==> src/rtl/lock_key_ctrl_if.sv <==
// lock_key_ctrl_if: serial key-store stream into the lock controller
// master = secure key store, slave = lock_key_ctrl
interface lock_key_ctrl_if;
  logic key_sdata;
  logic key_svalid;
  logic key_sready;

  modport master (
    output key_sdata,
    output key_svalid,
    input  key_sready
  );

  modport slave (
    input  key_sdata,
    input  key_svalid,
    output key_sready
  );
endinterface

==> src/rtl/lock_key_ctrl.sv <==
// lock_key_ctrl: serial key load + golden-vector self-test for a locked core
// Optional LOAD watchdog: define LOCK_KEY_CTRL_TIMEOUT_EN
module lock_key_ctrl #(
  parameter int KEY_W = 4,
  parameter int SETTLE_CYC = 4,
  parameter int NUM_VEC = 4,
  parameter logic [5*NUM_VEC-1:0] VEC_TBL = 20'h5D7E0,
  parameter logic [2*NUM_VEC-1:0] GOLD_TBL = 8'hF8,
  parameter int MAX_RETRY = 2,
  parameter int LOAD_TIMEOUT = 64
) (
  input  logic             clk,
  input  logic             rst_n,
  input  logic             start,
  lock_key_ctrl_if.slave   key,
  output logic [KEY_W-1:0] key_out,
  input  logic [4:0]       func_in,
  output logic [4:0]       ckt_in,
  input  logic [1:0]       ckt_out,
  output logic [1:0]       func_out,
  output logic             busy,
  output logic             unlocked,
  output logic             lockout,
  output logic [1:0]       fail_cnt
);

  localparam int BW = (KEY_W > 1) ? $clog2(KEY_W) : 1;
  localparam int VW = (NUM_VEC > 1) ? $clog2(NUM_VEC) : 1;

  localparam logic [2:0] S_IDLE  = 3'd0;
  localparam logic [2:0] S_LOAD  = 3'd1;
  localparam logic [2:0] S_APPLY = 3'd2;
  localparam logic [2:0] S_CHECK = 3'd3;
  localparam logic [2:0] S_PASS  = 3'd4;
  localparam logic [2:0] S_FAIL  = 3'd5;
  localparam logic [2:0] S_LOCK  = 3'd6;

  if (SETTLE_CYC < 1 || SETTLE_CYC > 255 || LOAD_TIMEOUT < 1) begin : g_bad_cfg
    $error("lock_key_ctrl: SETTLE_CYC or LOAD_TIMEOUT out of range");
  end

  logic [2:0]       state_q, state_d;
  logic [BW-1:0]    bit_cnt_q, bit_cnt_d;
  logic [KEY_W-1:0] shadow_q, shadow_d;
  logic [KEY_W-1:0] key_q, key_d;
  logic [VW-1:0]    vec_q, vec_d;
  logic [7:0]       settle_q, settle_d;
  logic [1:0]       fail_q, fail_d;
  logic [4:0]       cur_vec;
  logic [1:0]       cur_gold;
  logic             xfer;

`ifdef LOCK_KEY_CTRL_TIMEOUT_EN
  localparam int WDW = $clog2(LOAD_TIMEOUT + 1);
  logic [WDW-1:0] wd_q, wd_d;
`endif

  assign cur_vec  = VEC_TBL[int'(vec_q)*5 +: 5];
  assign cur_gold = GOLD_TBL[int'(vec_q)*2 +: 2];
  assign xfer     = (state_q == S_LOAD) && key.key_svalid;

  // next-state: load, settle, check, retry/lockout
  always_comb begin
    state_d   = state_q;
    bit_cnt_d = bit_cnt_q;
    shadow_d  = shadow_q;
    key_d     = key_q;
    vec_d     = vec_q;
    settle_d  = settle_q;
    fail_d    = fail_q;
`ifdef LOCK_KEY_CTRL_TIMEOUT_EN
    wd_d      = '0;
`endif
    unique case (state_q)
      S_IDLE: begin
        if (start) begin
          state_d   = S_LOAD;
          bit_cnt_d = '0;
        end
      end
      S_LOAD: begin
        if (xfer) begin
          shadow_d[bit_cnt_q] = key.key_sdata;
          if (bit_cnt_q == BW'(KEY_W-1)) begin
            key_d     = shadow_d;
            vec_d     = '0;
            settle_d  = 8'(SETTLE_CYC-1);
            bit_cnt_d = '0;
            state_d   = S_APPLY;
          end else begin
            bit_cnt_d = bit_cnt_q + 1'b1;
          end
        end
`ifdef LOCK_KEY_CTRL_TIMEOUT_EN
        else if (wd_q == WDW'(LOAD_TIMEOUT-1)) begin
          state_d = S_FAIL;
        end else begin
          wd_d = wd_q + 1'b1;
        end
`endif
      end
      S_APPLY: begin
        if (settle_q == 8'd0) begin
          state_d = S_CHECK;
        end else begin
          settle_d = settle_q - 8'd1;
        end
      end
      S_CHECK: begin
        if (ckt_out != cur_gold) begin
          key_d   = '0;
          state_d = S_FAIL;
        end else if (vec_q == VW'(NUM_VEC-1)) begin
          state_d = S_PASS;
        end else begin
          vec_d    = vec_q + 1'b1;
          settle_d = 8'(SETTLE_CYC-1);
          state_d  = S_APPLY;
        end
      end
      S_FAIL: begin
        fail_d    = (fail_q == 2'd3) ? 2'd3 : fail_q + 2'd1;
        key_d     = '0;
        bit_cnt_d = '0;
        if (int'(fail_q) + 1 >= MAX_RETRY) begin
          state_d = S_LOCK;
        end else begin
          state_d = S_LOAD;
        end
      end
      S_PASS:  state_d = S_PASS;
      S_LOCK:  state_d = S_LOCK;
      default: state_d = S_IDLE;
    endcase
  end

  // state registers; reset discards any partial shadow key
  always_ff @(posedge clk or negedge rst_n) begin
    if (!rst_n) begin
      state_q   <= S_IDLE;
      bit_cnt_q <= '0;
      shadow_q  <= '0;
      key_q     <= '0;
      vec_q     <= '0;
      settle_q  <= '0;
      fail_q    <= '0;
    end else begin
      state_q   <= state_d;
      bit_cnt_q <= bit_cnt_d;
      shadow_q  <= shadow_d;
      key_q     <= key_d;
      vec_q     <= vec_d;
      settle_q  <= settle_d;
      fail_q    <= fail_d;
    end
  end

`ifdef LOCK_KEY_CTRL_TIMEOUT_EN
  // idle-cycle watchdog for the serial load
  always_ff @(posedge clk or negedge rst_n) begin
    if (!rst_n) wd_q <= '0;
    else        wd_q <= wd_d;
  end
`endif

  // core input mux and output gating
  always_comb begin
    ckt_in   = 5'd0;
    func_out = 2'd0;
    unique case (state_q)
      S_APPLY, S_CHECK: ckt_in = cur_vec;
      S_PASS: begin
        ckt_in   = func_in;
        func_out = ckt_out;
      end
      default: ckt_in = 5'd0;
    endcase
  end

  assign key.key_sready = (state_q == S_LOAD);
  assign key_out        = key_q;
  assign unlocked       = (state_q == S_PASS);
  assign lockout        = (state_q == S_LOCK);
  assign fail_cnt       = fail_q;
  assign busy           = (state_q == S_LOAD) || (state_q == S_APPLY) ||
                          (state_q == S_CHECK) || (state_q == S_FAIL);

endmodule

==> src/flat_wrapper.sv <==
// flat-port wrapper written by rule: the top's interface ports become plain ports
module lock_key_ctrl_flat 
#(
  parameter int KEY_W = 4,
  parameter int SETTLE_CYC = 4,
  parameter int NUM_VEC = 4,
  parameter logic [5*NUM_VEC-1:0] VEC_TBL = 20'h5D7E0,
  parameter logic [2*NUM_VEC-1:0] GOLD_TBL = 8'hF8,
  parameter int MAX_RETRY = 2,
  parameter int LOAD_TIMEOUT = 64
)
  (clk, rst_n, start, key_out, func_in, ckt_in, ckt_out, func_out, busy, unlocked, lockout, fail_cnt, key_key_sdata, key_key_svalid, key_key_sready);
  lock_key_ctrl_if key_i ();
  input  logic clk;
  input  logic rst_n;
  input  logic start;
  output logic [KEY_W-1:0] key_out;
  input  logic [4:0] func_in;
  output logic [4:0] ckt_in;
  input  logic [1:0] ckt_out;
  output logic [1:0] func_out;
  output logic busy;
  output logic unlocked;
  output logic lockout;
  output logic [1:0] fail_cnt;
  input wire logic [$bits(key_i.key_sdata)-1:0] key_key_sdata;
  input wire logic [$bits(key_i.key_svalid)-1:0] key_key_svalid;
  output wire logic [$bits(key_i.key_sready)-1:0] key_key_sready;
  assign key_i.key_sdata = key_key_sdata;
  assign key_i.key_svalid = key_key_svalid;
  assign key_key_sready = key_i.key_sready;
  lock_key_ctrl #(.KEY_W(KEY_W), .SETTLE_CYC(SETTLE_CYC), .NUM_VEC(NUM_VEC), .VEC_TBL(VEC_TBL), .GOLD_TBL(GOLD_TBL), .MAX_RETRY(MAX_RETRY), .LOAD_TIMEOUT(LOAD_TIMEOUT)) u_core (.clk(clk), .rst_n(rst_n), .start(start), .key(key_i), .key_out(key_out), .func_in(func_in), .ckt_in(ckt_in), .ckt_out(ckt_out), .func_out(func_out), .busy(busy), .unlocked(unlocked), .lockout(lockout), .fail_cnt(fail_cnt));
endmodule
==> config.mk <==
export PLATFORM = sky130hd
export DESIGN_NAME = lock_key_ctrl_flat
export DESIGN_NICKNAME = d
export VERILOG_FILES = /design/src/rtl/lock_key_ctrl_if.sv /design/src/rtl/lock_key_ctrl.sv /design/src/flat_wrapper.sv
export SDC_FILE = /design/constraint.sdc
export NUM_CORES = 1
export LEC_CHECK = 0
export ABC_AREA = 0
export BUFFER_PORTS_ARGS = -buffer_cell sky130_fd_sc_hd__buf_2
export CAP_MARGIN = 40
export CORE_MARGIN = 10
export CORE_UTILIZATION = 40
export CTS_CLUSTER_DIAMETER = 120
export CTS_CLUSTER_SIZE = 24
export DETAILED_ROUTE_END_ITERATION = 8
export GPL_ROUTABILITY_DRIVEN = 0
export PLACE_DENSITY = 0.57
export SLEW_MARGIN = 0
export SYNTH_ARGS = -nofsm -noshare
export SYNTH_HDL_FRONTEND = slang
export SYNTH_SLANG_ARGS = --single-unit
==> constraint.sdc <==
create_clock -name clk -period 3.55 [get_ports clk]
set_clock_uncertainty 0.15 [all_clocks]
set_input_delay 0.71 -clock clk [delete_from_list [all_inputs] [get_ports clk]]
set_output_delay 0.71 -clock clk [all_outputs]
set_load 0.005 [all_outputs]
==> summary.md, run 1 <==
The run gives 0.399 as the sequential cell area fraction in the yosys report. The critical path's slowest cell was dfrtp_1. Dividing total power by cell area gives a power density of 312 nW/um2. The worst-case headroom to the max-slew limit came out at 0.629.

Dominant synthesized flop cell: dfrtp_1. After floorplanning, the core was divided into 22 placement rows. In this run the critical register-to-register path is launched from u_core.state_q[0].

The run gives 0.411 as the starting density of the core. Timing endpoint of the critical path: ckt_in[2]. The arrival time at the worst endpoint is 1760 ps.

Using the TritonRoute via totals, the vias-per-cell ratio works out to 5.32. The cell sitting at the root of the clock tree is a clkbuf_8. The endpoint identified for the worst register-to-register timing path is u_core.state_q[0].

The total power came out at 550 uW. The portion of total power attributed to the clock network is 0.439, and the average wire length per cell after detail routing is 14.1 um. The die area came out at 6610 um2.

The worst setup path category is reg2out. The required time of the critical path was 2690 ps; the switching power share of the total was 0.202. The tools report the depth of the CTS H-tree as 1. The share of the core filled with cells in the final layout came out at 0.482. The final wirelength was 3340 um; the number of synthesized register bits was 24. The fraction of layout cells with a size suffix above 1 was 0.196. The number of nets with antenna violations after routing was 0.

The run gives 5800 um as the global-route wire length before repair. The synthesized instance count is 160, and the multi-input logic area is 861 um2. The logs give 270 ps for the worst-skew pair later-pin latency and 29 for the number of primary I/O pins. The proportion of register bits with asynchronous set or reset after synthesis is 1.00, and the count of vias placed by the detailed router is 1260. The tools report the number of global-route vias before repair as 1246.

The leakage power total is 0.000835 uW, and the count of warnings emitted by yosys is 0. In this run the vertical extent of the chip is 81.3 um. In this run, post-CTS hold repair placed 0 buffers. The logs give 0 for the initial antenna violation count and 0 for the final-report setup violation count. The dominant delay contributor by cell family on the critical path was flip-flops.

STA classifies the critical path startpoint as a flop. The final HPWL from detailed placement came out at 2600 um. The run gives 382 MHz as the achievable clock frequency.

Setup repair after global routing left no endpoint under its margin. The number of buffers added on ports was 28. The tools report the cell area after synthesis as 1500 um2. TritonCTS created 3 clock buffers. In the routed design, unresolved DRC markers number 0. The worst setup slack after placement was 1240 ps; the maximum clock path buffer count was 2.

The tools report the total internal power as 439 uW. Counting the fill cells in the layout gives 350. The proportion of power drawn by combinational gates is 0.060, and the transition time at the pin with the least slew margin is 557 ps.

Each instance of the synthesized netlist takes up on average 9.40 um2. The library cells used most frequently in the layout, excluding fill and tap cells, are buf_2, dfrtp_1, nand2_1. The number of cells on the worst reg-to-reg path is 4. The number of different library cells in the post-synthesis netlist was 41; the slack of the worst reg-to-reg path was 1300 ps. Worst min-delay path category: in2async.

The maximum number of pins on one net before global-route repair is 25, and the count of cell instances traversed by the critical path is 4. For the net switching power, the log shows 111 uW. The tools report the worst vdd rail ir drop as 0.218 mV. The placed cell count was 233; the hold violation count in the final report was 0. The buffer and inverter count on the worst path came out at 1. The tools report the synthesized netlist net count as 180. The tools report the max-slew violation count as 0. The critical path startpoint was u_core.state_q[2]. Number of diodes: 0. The clock net in this run drives a total of 24 sinks. Relative to the synthesized area, the layout overhead comes to 17.2%. The worst setup margin was 929 ps. The run gives 0.109 as the overall routing resource usage.

The finished layout holds 237 standard cells, fillers aside. For the final routed database, the setup TNS stands at 0 ps. Leaving out fill and tap cells, the most frequent cell in the layout is buf_2. The tools report the register area as 601 um2.

Area of the core: 3660 um2. The run gives 0 as the count of cells resized by post-cts repair. Traced cell by cell, the critical path runs through nand2b_1 -> nor2_1 -> a22o_1 -> buf_2. The stage delay of the slowest cell on the critical path is 640 ps.

TritonCTS built the clock tree. Summed over all layers, the global routing overflow is 0. The first-pass detailed-route iteration total was 4; the minimum clock period was 2620 ps.

The net total in the final layout was 210; the count of flip-flops with a built-in enable after synthesis was 0. The die is 81.3 um wide. Clock-pin slew was measured on the worst setup and hold paths at 90 ps. The tool flagged a number of max-cap violations equal to 0. For the buffers inserted during post-CTS setup optimization, the log shows 0. STA classifies the critical path endpoint as an output pin. The share of the clock period used by the worst path was 0.738. The largest fanout on the critical path was 16. The run finished with clean final reports. The detailed router finished its first iteration with 116 violations. The sequential power share came out at 0.501.
[cell families after synthesis]
group / after synthesis / synth area share
compound gates: 41 / 0.187
xor+xnor: 2 / 0.0116
fa+ha+maj: 8 / 0.0666
buf+inv: 11 / 0.0283
flops: 24 / 0.399
mux: 13 / 0.0932
simple gates: 61 / 0.214
[per-stage QoR]
stage	hold slack [ps]	instance area, um2
2_1_floorplan	264	1500
3_3_place_gp	318	1690
3_5_place_dp	321	1690
4_1_cts	273	1760
5_1_grt	284	1760
6_report	255	1760
[layout make-up]
cell class | instances | share of cell area
clock buffers | 3 | 0.0234
inverters | 8 | 0.0170
well taps | 48 | 0.0341
multi-input cells | 125 | 0.488
flip-flops and latches | 24 | 0.341
repair buffers | 28 | 0.0795
clock inverters | 1 | 0.0170
[synthesized netlist by cell type, drive strengths merged (2+ instances only)]
master	instances	area, um2
mux2	8	90.1
mux2i	5	50.1
a22o	3	26.3
a31oi	6	37.5
and2	5	31.3
inv	8	30.0
clkbuf	2	7.51
dfrtp	24	601
o21ai	10	50.0
nor2	12	45.0
nor3b	4	40.0
ha	8	100
nand3	2	10.0
and3	2	12.5
nor3	5	25.0
nand2b	7	43.8
o21a	3	22.5
nand2	17	63.8
a21oi	11	58.8
[power by group through the flow]
stage,registers (uW),clock network [uW],logic [uW]
after floorplan,281,0,13.9
after global placement,281,0,33.0
after detailed placement,281,0,33.8
after CTS,276,247,34.0
after global routing,276,259,37.3
final,275,242,32.9
[worst min-delay path by stage]
stage | depth (start not counted) | endpoint
floorplan | 0 | u_core.bit_cnt_q[0]
global placement | 1 | u_core.key_out[1]
detailed placement | 1 | u_core.key_out[1]
CTS | 1 | u_core.fail_cnt[1]
global route | 1 | u_core.fail_cnt[0]
finish | 1 | u_core.fail_cnt[0]
[worst reg2reg max path, cell delays in order, from the launching register on]
cell and delay (ps):
dfrtp_1 600, nor3b_2 570, a21boi_1 500, a311oi_1 120, a22o_1 210
[layer usage]
metal  wire length [um]  global-route usage  vias to the layer above
met5                  0                   0                        -
met4                 24              0.0208                        0
met2               1660               0.193                       19
met1               1490               0.128                      602
li1                   -                   -                      635
met3                168              0.0298                        4
[state kept, by name (all words and copies together) (netlist names)]
| name | cells |
|---|---|
| u_core.fail_cnt | 2 |
| u_core.bit_cnt_q | 2 |
| u_core.vec_q | 2 |
| u_core.shadow_q | 3 |
| u_core.state_q | 3 |
| u_core.settle_q | 8 |
| u_core.key_out | 4 |
Power figures use the tool's default switching activity.
==> run 2, diff against run 1 <==
==> constraint.sdc (replaced) <==
create_clock -name clk -period 2.7 [get_ports clk]
set_clock_uncertainty 0.15 [all_clocks]
set_input_delay 0.54 -clock clk [delete_from_list [all_inputs] [get_ports clk]]
set_output_delay 0.54 -clock clk [all_outputs]
set_load 0.005 [all_outputs]
==> run 2 against run 1 <==
Effect of this change:
- count of clock-buffer cells in the layout grew 1
- global-route usage about the same
- highest routed layer unchanged
- critical endpoint is now ckt_in[4]
- total power up 17%
- critical path depth unchanged
- combinational power rose by 30%
- clock power barely moved
- register-to-register slack lost 760 ps
==> summary.md, run 2 (synthesized netlist as in run 1, its figures left out) <==
Gates resized during post-CTS repair numbered 0. Critical path's slowest cell: dfrtp_1. The fraction of layout cells with a size suffix above 1 came out at 0.204. Summing all non-filler instances in the final layout gives an area of 1760 um2. The logs give 0.109 for the overall routing resource usage and 71 for the count of routing violations after the opening detailed-route iteration.

Number of global-route vias before repair: 1252. The initial antenna violation count is 0, and the global-route wire length before repair is 5750 um. The maximum clock path buffer count was 2. The floorplan die width is 81.3 um, and the share of the clock period used by the worst path is 0.893. The transition time at the pin with the least slew margin works out to 532 ps.

The die is 81.3 um tall. The tools report the number of clock sinks as 24. The flip-flop count of the largest register, all copies and words added was 8; the power density over the cells was 366 nW/um2.

The top cell types in the final layout, fill and taps aside, are buf_2, dfrtp_1, nand2_1. 29 I/O pins were placed. Leaving out fill and tap cells, the most frequent cell in the layout is buf_2. The non-filler instance count after layout came out at 239.

The die covers 6610 um2. For the number of inserted filler cells in the final layout, the log shows 360. The run finished with clean final reports. The tightest min-delay check is of the in2async type.

Register area: 601 um2. The total power is 645 uW. The run gives 0.646 as the worst-case headroom to the max-slew limit. TritonCTS built the clock tree. After the last flow step, the layout net total stands at 212. For the worst-skew pair later-pin latency, the log shows 260 ps. The depth of the CTS H-tree is 1. Setup violations remaining at the end of the flow were counted as 0. The repair_antennas step left the layout with diodes totalling 0. From synthesis to final layout, the design area changed by 17.1%. After clock tree synthesis, the flow added hold-fix buffers numbering 0. The count of nets left with antenna violations once routing finished came out at 0. Port buffering added 28 buffers.

The floorplan has 22 rows. IR analysis of the VDD net gives a maximum drop of 0.223 mV. The starting density of the core is 0.411.

Data arrives at the worst endpoint at 1720 ps. The via density per instance is 5.08, and the placed cell count is 235. The logs give 0 for the global route total overflow and 4 for the first-pass detailed-route iteration total. Across the run, the number of max-cap violations was 0.

The required time of the critical path was 2010 ps; the area of placed instances was 1710 um2. The post-detailed-route DRC marker count was 0; the largest fanout on the critical path was 15. In this design, the stage delay of the slowest critical-path cell is 530 ps.

The final wirelength was 3270 um. The run gives 0 as the hold violation count in the final report. Static timing analysis puts the maximum clock frequency at 415 MHz. The critical path is of the reg2out type. Post-CTS timing repair inserted 0 buffers for setup. The buffer and inverter count on the worst path was 1. Once detailed placement completed, the half-perimeter wirelength came to 2620 um. The worst setup path is captured at an output pin.

The minimum clock period was 2410 ps; the clock slew at the register clock pins of the worst setup and hold paths was 80 ps. The tools report the launching element type of the critical path as a flop. The tools report the maximum number of pins on one net before global-route repair as 25. The detailed router placed 1213 vias in this run. Counting the buffers created by CTS gives 3. The tree is rooted in a clkbuf_8. The most flop-heavy register was u_core.settle_q. The leakage power total was 0.000839 uW.

The core region is 3660 um2. In the final routed layout, each cell accounts on average for 13.7 um. The tools report the multi-input logic area as 861 um2. The tools report the max-slew violation count as 0. Setup repair after global routing left no endpoint under its margin. The share of the core filled with cells in the final layout was 0.481. The signal on the critical path passes through nand2b_1 -> nor2_1 -> a22o_1 -> buf_2. After routing, the total negative slack on setup checks comes to 0 ps. Dominant delay contributor by cell family on the critical path: simple AND/OR/NAND/NOR gates.
## run 2: metrics by stage
stage | setup WS (ps) | hold slack, ps
final | 290 | 92.2
after global routing | 123 | 131
after CTS | 278 | 108
after detailed placement | 571 | 320
after global placement | 593 | 316
after floorplan | 718 | 94.4
## run 2: path summary, 6_finish.rpt
path,startpoint,end,slack [ps],cells after the start
max,u_core.state_q[1],ckt_in[4],290,4
min,rst_n,u_core.fail_cnt[1],90,1
max reg2reg,u_core.vec_q[0],u_core.key_out[0],540,6
min reg2reg,u_core.key_out[1],u_core.key_out[1],340,1
max in group asynchronous,rst_n,u_core.shadow_q[1],1940,1
min in group clk,u_core.key_out[1],u_core.key_out[1],340,1
## run 2: power breakdown
part	total [uW]	internal, uW	switching [uW]	leakage, uW
clock	240	130	110	0.0000288
combinational	42.7	18.1	24.6	0.000511
sequential	362	361	1.51	0.000299
total	645	509	136	0.000839
## run 2: cell type report
class,count,share of cell area
multi-input cells,125,0.489
flip-flops and latches,24,0.341
repair buffers,30,0.0881
well taps,48,0.0341
clock buffers,4,0.0312
inverters,8,0.0170
## run 2: metal layers
layer / GRT usage / wire [um] / vias up
met3: 0.0232 / 123 / 4
li1: - / - / 630
met4: 0.0398 / 38 / 0
met1: 0.137 / 1530 / 565
met2: 0.179 / 1590 / 14
met5: 0 / 0 / -
